[config.mk]
export PLATFORM = sky130hd
export DESIGN_NAME = alu_datapath_flat
export DESIGN_NICKNAME = d
export VERILOG_FILES = /design/src/rtl/alu_pkg.sv /design/src/rtl/alu_datapath_if.sv /design/src/rtl/alu_core.sv /design/src/rtl/alu_datapath.sv /design/src/flat_wrapper.sv
export SDC_FILE = /design/constraint.sdc
export NUM_CORES = 1
export LEC_CHECK = 0
export CAP_MARGIN = 30
export CORE_ASPECT_RATIO = 0.75
export CORE_MARGIN = 2
export CORE_UTILIZATION = 48
export DETAILED_ROUTE_END_ITERATION = 7
export GPL_TIMING_DRIVEN = 0
export PLACE_DENSITY = 0.86
export SYNTH_ARGS = -nofsm -noshare
export SYNTH_HDL_FRONTEND = slang
export SYNTH_HIERARCHICAL = 1
export SYNTH_SLANG_ARGS = --single-unit
[constraint.sdc]
create_clock -name clock -period 2.15 [get_ports clock]
set_clock_uncertainty 0.15 [all_clocks]
set_input_delay 0.3225 -clock clock [delete_from_list [all_inputs] [get_ports clock]]
set_output_delay 0.3225 -clock clock [all_outputs]
set_load 0.01 [all_outputs]
[src/rtl/alu_pkg.sv]
// Shared constants for the execute-stage datapath: datapath width and ALU opcodes.
// Only WIDTH = 4 is supported.
package alu_pkg;

   localparam int WIDTH = 4;

   localparam logic [3:0] OP_AND   = 4'b0000;
   localparam logic [3:0] OP_OR    = 4'b0001;
   localparam logic [3:0] OP_ADD   = 4'b0010;
   localparam logic [3:0] OP_XOR   = 4'b0011;
   localparam logic [3:0] OP_SUB   = 4'b0110;
   localparam logic [3:0] OP_PASSB = 4'b0111;
   localparam logic [3:0] OP_NOR   = 4'b1100;

endpackage

[src/rtl/alu_datapath_if.sv]
// Bundle between the control decoder / memory side and the execute-stage datapath.
// The master modport is the control side; the slave modport is the datapath.
interface alu_datapath_if;
   import alu_pkg::*;

   logic             en;
   logic [WIDTH-1:0] rx;
   logic [WIDTH-1:0] ry;
   logic [WIDTH-1:0] immediate;
   logic             alu_src;
   logic [3:0]       alu_opcode;
   logic [WIDTH-1:0] read_data;
   logic             mem_to_reg;
   logic [WIDTH-1:0] alu_result;
   logic             zero;
   logic             carry;
   logic             overflow;
   logic [WIDTH-1:0] rz;

   modport master (
      output en, rx, ry, immediate, alu_src, alu_opcode, read_data, mem_to_reg,
      input  alu_result, zero, carry, overflow, rz
   );

   modport slave (
      input  en, rx, ry, immediate, alu_src, alu_opcode, read_data, mem_to_reg,
      output alu_result, zero, carry, overflow, rz
   );

endinterface

[src/rtl/alu_core.sv]
// Purely combinational 4-bit ALU: result, carry / no-borrow, and signed overflow.
// Unknown or undefined opcodes fall into the default row (all zero).
module alu_core
   import alu_pkg::*;
(
   input  logic [WIDTH-1:0] a,
   input  logic [WIDTH-1:0] b,
   input  logic [3:0]       op,
   output logic [WIDTH-1:0] r,
   output logic             c,
   output logic             v
);

   logic [WIDTH:0] sum;
   logic [WIDTH:0] diff;

   assign sum  = {1'b0, a} + {1'b0, b};
   assign diff = {1'b0, a} - {1'b0, b};

   always_comb begin
      r = '0;
      c = 1'b0;
      v = 1'b0;
      case (op)
         OP_AND:   r = a & b;
         OP_OR:    r = a | b;
         OP_ADD: begin
            r = sum[WIDTH-1:0];
            c = sum[WIDTH];
            v = (a[WIDTH-1] == b[WIDTH-1]) && (sum[WIDTH-1] != a[WIDTH-1]);
         end
         OP_XOR:   r = a ^ b;
         OP_SUB: begin
            // The borrow bit of the widened difference is set exactly when a < b.
            r = diff[WIDTH-1:0];
            c = ~diff[WIDTH];
            v = (a[WIDTH-1] != b[WIDTH-1]) && (diff[WIDTH-1] != a[WIDTH-1]);
         end
         OP_PASSB: r = b;
         OP_NOR:   r = ~(a | b);
         default: begin
            r = '0;
            c = 1'b0;
            v = 1'b0;
         end
      endcase
   end

endmodule

[src/rtl/alu_datapath.sv]
// Execute stage: operand-B select, registered ALU result and flags, and the
// combinational write-back select feeding the register file.
module alu_datapath
   import alu_pkg::*;
(
   input  logic        clock,
   input  logic        reset_n,
   alu_datapath_if.slave bus
);

   logic [WIDTH-1:0] operand_b;
   logic [WIDTH-1:0] core_r;
   logic             core_c;
   logic             core_v;

   logic [WIDTH-1:0] result_q;
   logic             zero_q;
   logic             carry_q;
   logic             overflow_q;

   // Selects compare against 1 so an unknown select falls to the 0 input.
   always_comb begin
      if (bus.alu_src == 1'b1) operand_b = bus.immediate;
      else                     operand_b = bus.ry;
   end

   alu_core u_core (
      .a  (bus.rx),
      .b  (operand_b),
      .op (bus.alu_opcode),
      .r  (core_r),
      .c  (core_c),
      .v  (core_v)
   );

   always_ff @(posedge clock or negedge reset_n) begin
      if (!reset_n) begin
         result_q   <= '0;
         zero_q     <= 1'b1;
         carry_q    <= 1'b0;
         overflow_q <= 1'b0;
      end else if (bus.en == 1'b1) begin
         result_q   <= core_r;
         zero_q     <= (core_r == '0);
         carry_q    <= core_c;
         overflow_q <= core_v;
      end
   end

   // Write-back uses the registered result, so memory data bypasses the ALU latency.
   always_comb begin
      if (bus.mem_to_reg == 1'b1) bus.rz = bus.read_data;
      else                        bus.rz = result_q;
   end

   assign bus.alu_result = result_q;
   assign bus.zero       = zero_q;
   assign bus.carry      = carry_q;
   assign bus.overflow   = overflow_q;

endmodule

[src/flat_wrapper.sv]
// flat-port wrapper written by rule: the top's interface ports become plain ports
module alu_datapath_flat import alu_pkg::*;
  (clock, reset_n, bus_en, bus_rx, bus_ry, bus_immediate, bus_alu_src, bus_alu_opcode, bus_read_data, bus_mem_to_reg, bus_alu_result, bus_zero, bus_carry, bus_overflow, bus_rz);
  alu_datapath_if bus_i ();
  input  logic clock;
  input  logic reset_n;
  input wire logic [$bits(bus_i.en)-1:0] bus_en;
  input wire logic [$bits(bus_i.rx)-1:0] bus_rx;
  input wire logic [$bits(bus_i.ry)-1:0] bus_ry;
  input wire logic [$bits(bus_i.immediate)-1:0] bus_immediate;
  input wire logic [$bits(bus_i.alu_src)-1:0] bus_alu_src;
  input wire logic [$bits(bus_i.alu_opcode)-1:0] bus_alu_opcode;
  input wire logic [$bits(bus_i.read_data)-1:0] bus_read_data;
  input wire logic [$bits(bus_i.mem_to_reg)-1:0] bus_mem_to_reg;
  output wire logic [$bits(bus_i.alu_result)-1:0] bus_alu_result;
  output wire logic [$bits(bus_i.zero)-1:0] bus_zero;
  output wire logic [$bits(bus_i.carry)-1:0] bus_carry;
  output wire logic [$bits(bus_i.overflow)-1:0] bus_overflow;
  output wire logic [$bits(bus_i.rz)-1:0] bus_rz;
  assign bus_i.en = bus_en;
  assign bus_i.rx = bus_rx;
  assign bus_i.ry = bus_ry;
  assign bus_i.immediate = bus_immediate;
  assign bus_i.alu_src = bus_alu_src;
  assign bus_i.alu_opcode = bus_alu_opcode;
  assign bus_i.read_data = bus_read_data;
  assign bus_i.mem_to_reg = bus_mem_to_reg;
  assign bus_alu_result = bus_i.alu_result;
  assign bus_zero = bus_i.zero;
  assign bus_carry = bus_i.carry;
  assign bus_overflow = bus_i.overflow;
  assign bus_rz = bus_i.rz;
  alu_datapath u_core (.clock(clock), .reset_n(reset_n), .bus(bus_i));
endmodule
==> summary.txt <==
Hold Path Class: input pin to asynchronous set/reset pin
Max VDD drop: 0.321 mV
Power Total: 672 uW
Most used cell, CP: mux2_4
CP bufs+invs: 1
Final cell count without fillers: 179
Ys Warns: 6
Die area: 2410 um^2
Starting density of the core: 49.6%
WP data required: 2.20 ns
Via-to-Cell Ratio: 5.78
Pwr/cell area: 439 nW/um^2
Distinct cells, synth: 34
TritonCTS clock tree: yes
Final nets: 195
Critical Path End Type: register
Tcrit/Tclk final: 108%
Synth Area per Inst: 9.27 um^2
DR pass1 iterations: 4
Crit path cell chain: buf_8, mux2_4, ha_4, fa_2, mux2i_1, xnor2_1, nor3_1, o31a_1, nor4_2, mux2_4
Multi-input logic area: 832 um^2
Final hold slack: 0.179 ns
Sequential share of the synthesized area: 18.1%
Routability cong.: 0.897
Drt drc: 0
H-Tree Depth: 1
Chip height: 43 um
Min Tclk post-route: 2.33 ns
Clk_lat worst skew: 0.26 ns
Fillers: 137
Root Buffer: clkbuf_4
Buffers on Ports: 33
Failing checks: setup timing
Final Worst Setup Slack: -0.178 ns
Sequential Area: 176 um^2
Longest Clk Path Bufs: 2
Initial antenna violation count: 0
Lkg Pwr: 0.000711 uW
Area post-placement: 1410 um^2
Largest family of logic cells by synthesized area: multiplexers
Placed cells: 162
WL final: 2850 um
Met3 Wirelength: 170 um
Die Wd: 56 um
Crit-path max cell delay: 0.36 ns
Area grow syn2layout: 57.2%
Clk sinks: 7
Synthesized area: 973 um^2
Antenna diodes: 0
Status: finished with violations
Largest cells by area after synthesis: dfrtp_1 15%, ha_1 15%, mux2_4 11%, mux2_2 10%, fa_1 4.1%
ANT nets after route: 0
Number of max-cap violations: 0
Critical Path Fanout Max: 4
Post-Synth XOR/XNOR Area: 3.60%
Layout cells sized above 1: 38.7%
Core Util, Final: 78.0%
CP arrival: 2.38 ns
Mux share of post-synthesis cell area: 25.3%
Worst Setup Path Type: input pin to register
Met1 wire length: 1200 um
IO Count: 36
DR iter-0 viols: 42
#FFs+latches synth: 7
Compound-Gate Fraction of Synth Area: 16.1%
Via Count: 1035
RSZ-0062 raised after global routing: true
Global Route Usage Sum: 24.3%
Global-route wire length before repair: 4530 um
Crit path max-delay family: multiplexers
Cell taking the most area after synthesis: dfrtp_1
Top Layer Used: met4
Ys async rst share: 100%
CTS Hold Bufs: 0
Core Area: 1960 um^2
HPWL after detailed placement: 2090 um
EDFF count, synth: 0
Wirelength per Cell: 15.9 um
Largest net degree at the start of global routing: 11
Flop-to-flop setup slack: 1.20 ns
Vias in the first global route: 1005
Syn nets: 144
Top FF cell, synth: dfrtp_1
DR WL met2: 1400 um
Maximum clock rate: 0.430 GHz
Clk slew on worst S/H paths: 0.05 ns
Slew Viols, Final: 0
Synth Area in Simple Gates: 10.7%
Worst-margin pin slew: 0.545 ns
Gate Count Post-Synth: 105
Post-synth top area share: 15.4%
# setup viols final: 5
Adder-cell share of the synthesized area: 19.5%
Design area: 1530 um^2
Number of buffers created by CTS: 3
Final number of hold-violating endpoints: 0
# rows: 14
Grt ovf: 0
Crit start category: input pin
Slew headroom: 63.7%
Critical path's slowest cell: fa_2
metal layers:
metal  GRT usage (%)  up-vias
li1                -      475
met1            31.0      492
met2            41.6       56
met3            5.79       12
met4            6.19        0
met5               0        -
registers in the layout, indices dropped and copies added (netlist names):
name,count
u_core/bus.carry,1
u_core/bus.overflow,1
u_core/bus.zero,1
u_core/bus.alu_result,4
report_power, final:
part           leakage (uW)  internal (uW)  total (uW)  switching, uW
Sequential        0.0000900            151         163           11.9
Combinational      0.000606            221         388            167
Clock             0.0000150           71.0         122           50.9
Total              0.000711            443         672            230
synth_stat cells, types with 2 or more instances:
library cell and number:
mux2_2 9, o21ai_0 4, o22ai_1 3, nand2_1 6
xnor2_1 4, mux2i_1 4, nor3_1 3, dfrtp_1 6
nor2_1 6, ha_1 12, mux2_4 7, a21oi_1 6
fa_1 2, a22oi_1 4, inv_1 10
cells in the final DEF, fill, tap and decap left out, types with 3 or more instances in the layout:
cell	Yosys	final
o21ai_0	4	3
buf_2	1	5
inv_4	0	3
ha_4	0	5
a22oi_1	4	4
o22ai_1	3	3
ha_1	12	7
xnor2_1	4	4
buf_4	0	13
mux2_4	7	10
clkbuf_4	0	3
nand2_1	6	6
clkdlybuf4s50_1	0	21
clkbuf_2	0	3
dfrtp_1	6	6
mux2_2	9	6
mux2i_1	4	4
a21oi_1	6	5
nor2_1	6	5
dlygate4sd2_1	0	4
inv_1	10	6
logic make-up (layout without fill, tap and decap cells):
family / Yosys count / in the layout
xor gates and xnor gates: 4 / 4
adders and majority gates: 14 / 14
DFF: 7 / 7
AOI/OAI and AO/OA: 24 / 24
and+or+nand+nor: 21 / 21
buffers and inverters: 15 / 65
muxes: 20 / 20
final timing paths:
kind                                     startpoint                        to  cells past startpoint
setup / recovery                        bus_alu_src           u_core/bus.zero                     10
hold / removal                              reset_n  u_core/bus.alu_result[3]                      1
setup reg to reg           u_core/bus.alu_result[1]  u_core/bus.alu_result[1]                      1
hold reg to reg                    u_core/bus.carry          u_core/bus.carry                      1
max in group asynchronous                   reset_n           u_core/bus.zero                      1
min in group clock                           bus_en  u_core/bus.alu_result[3]                      2
final cells by class:
class                      instances  share of cell area (%)
timing repair buffer              46                    25.7
buffer                             4                    1.55
tap                               24                    1.96
sequential                         7                    11.5
clock buffer                       4                    1.72
inverter                          11                    3.19
multi-input combinational         83                    54.4
repair_timing:
item                                    in CTS  in global routing
endpoints found under the setup margin      11                  5
hold endpoints to repair                     0                  0
resized for setup                           33                 10
pin swaps                                   15                 12
setup buffers                               11                  2
through the flow:
stage               TNS, ns  setup slack (ns)
floorplan            -0.420            -0.167
global placement      -5.09            -0.957
detailed placement    -5.40            -0.990
CTS                  -0.395            -0.184
global route         -0.811            -0.262
finish               -0.521            -0.178
(Power assumes the default switching activity.)
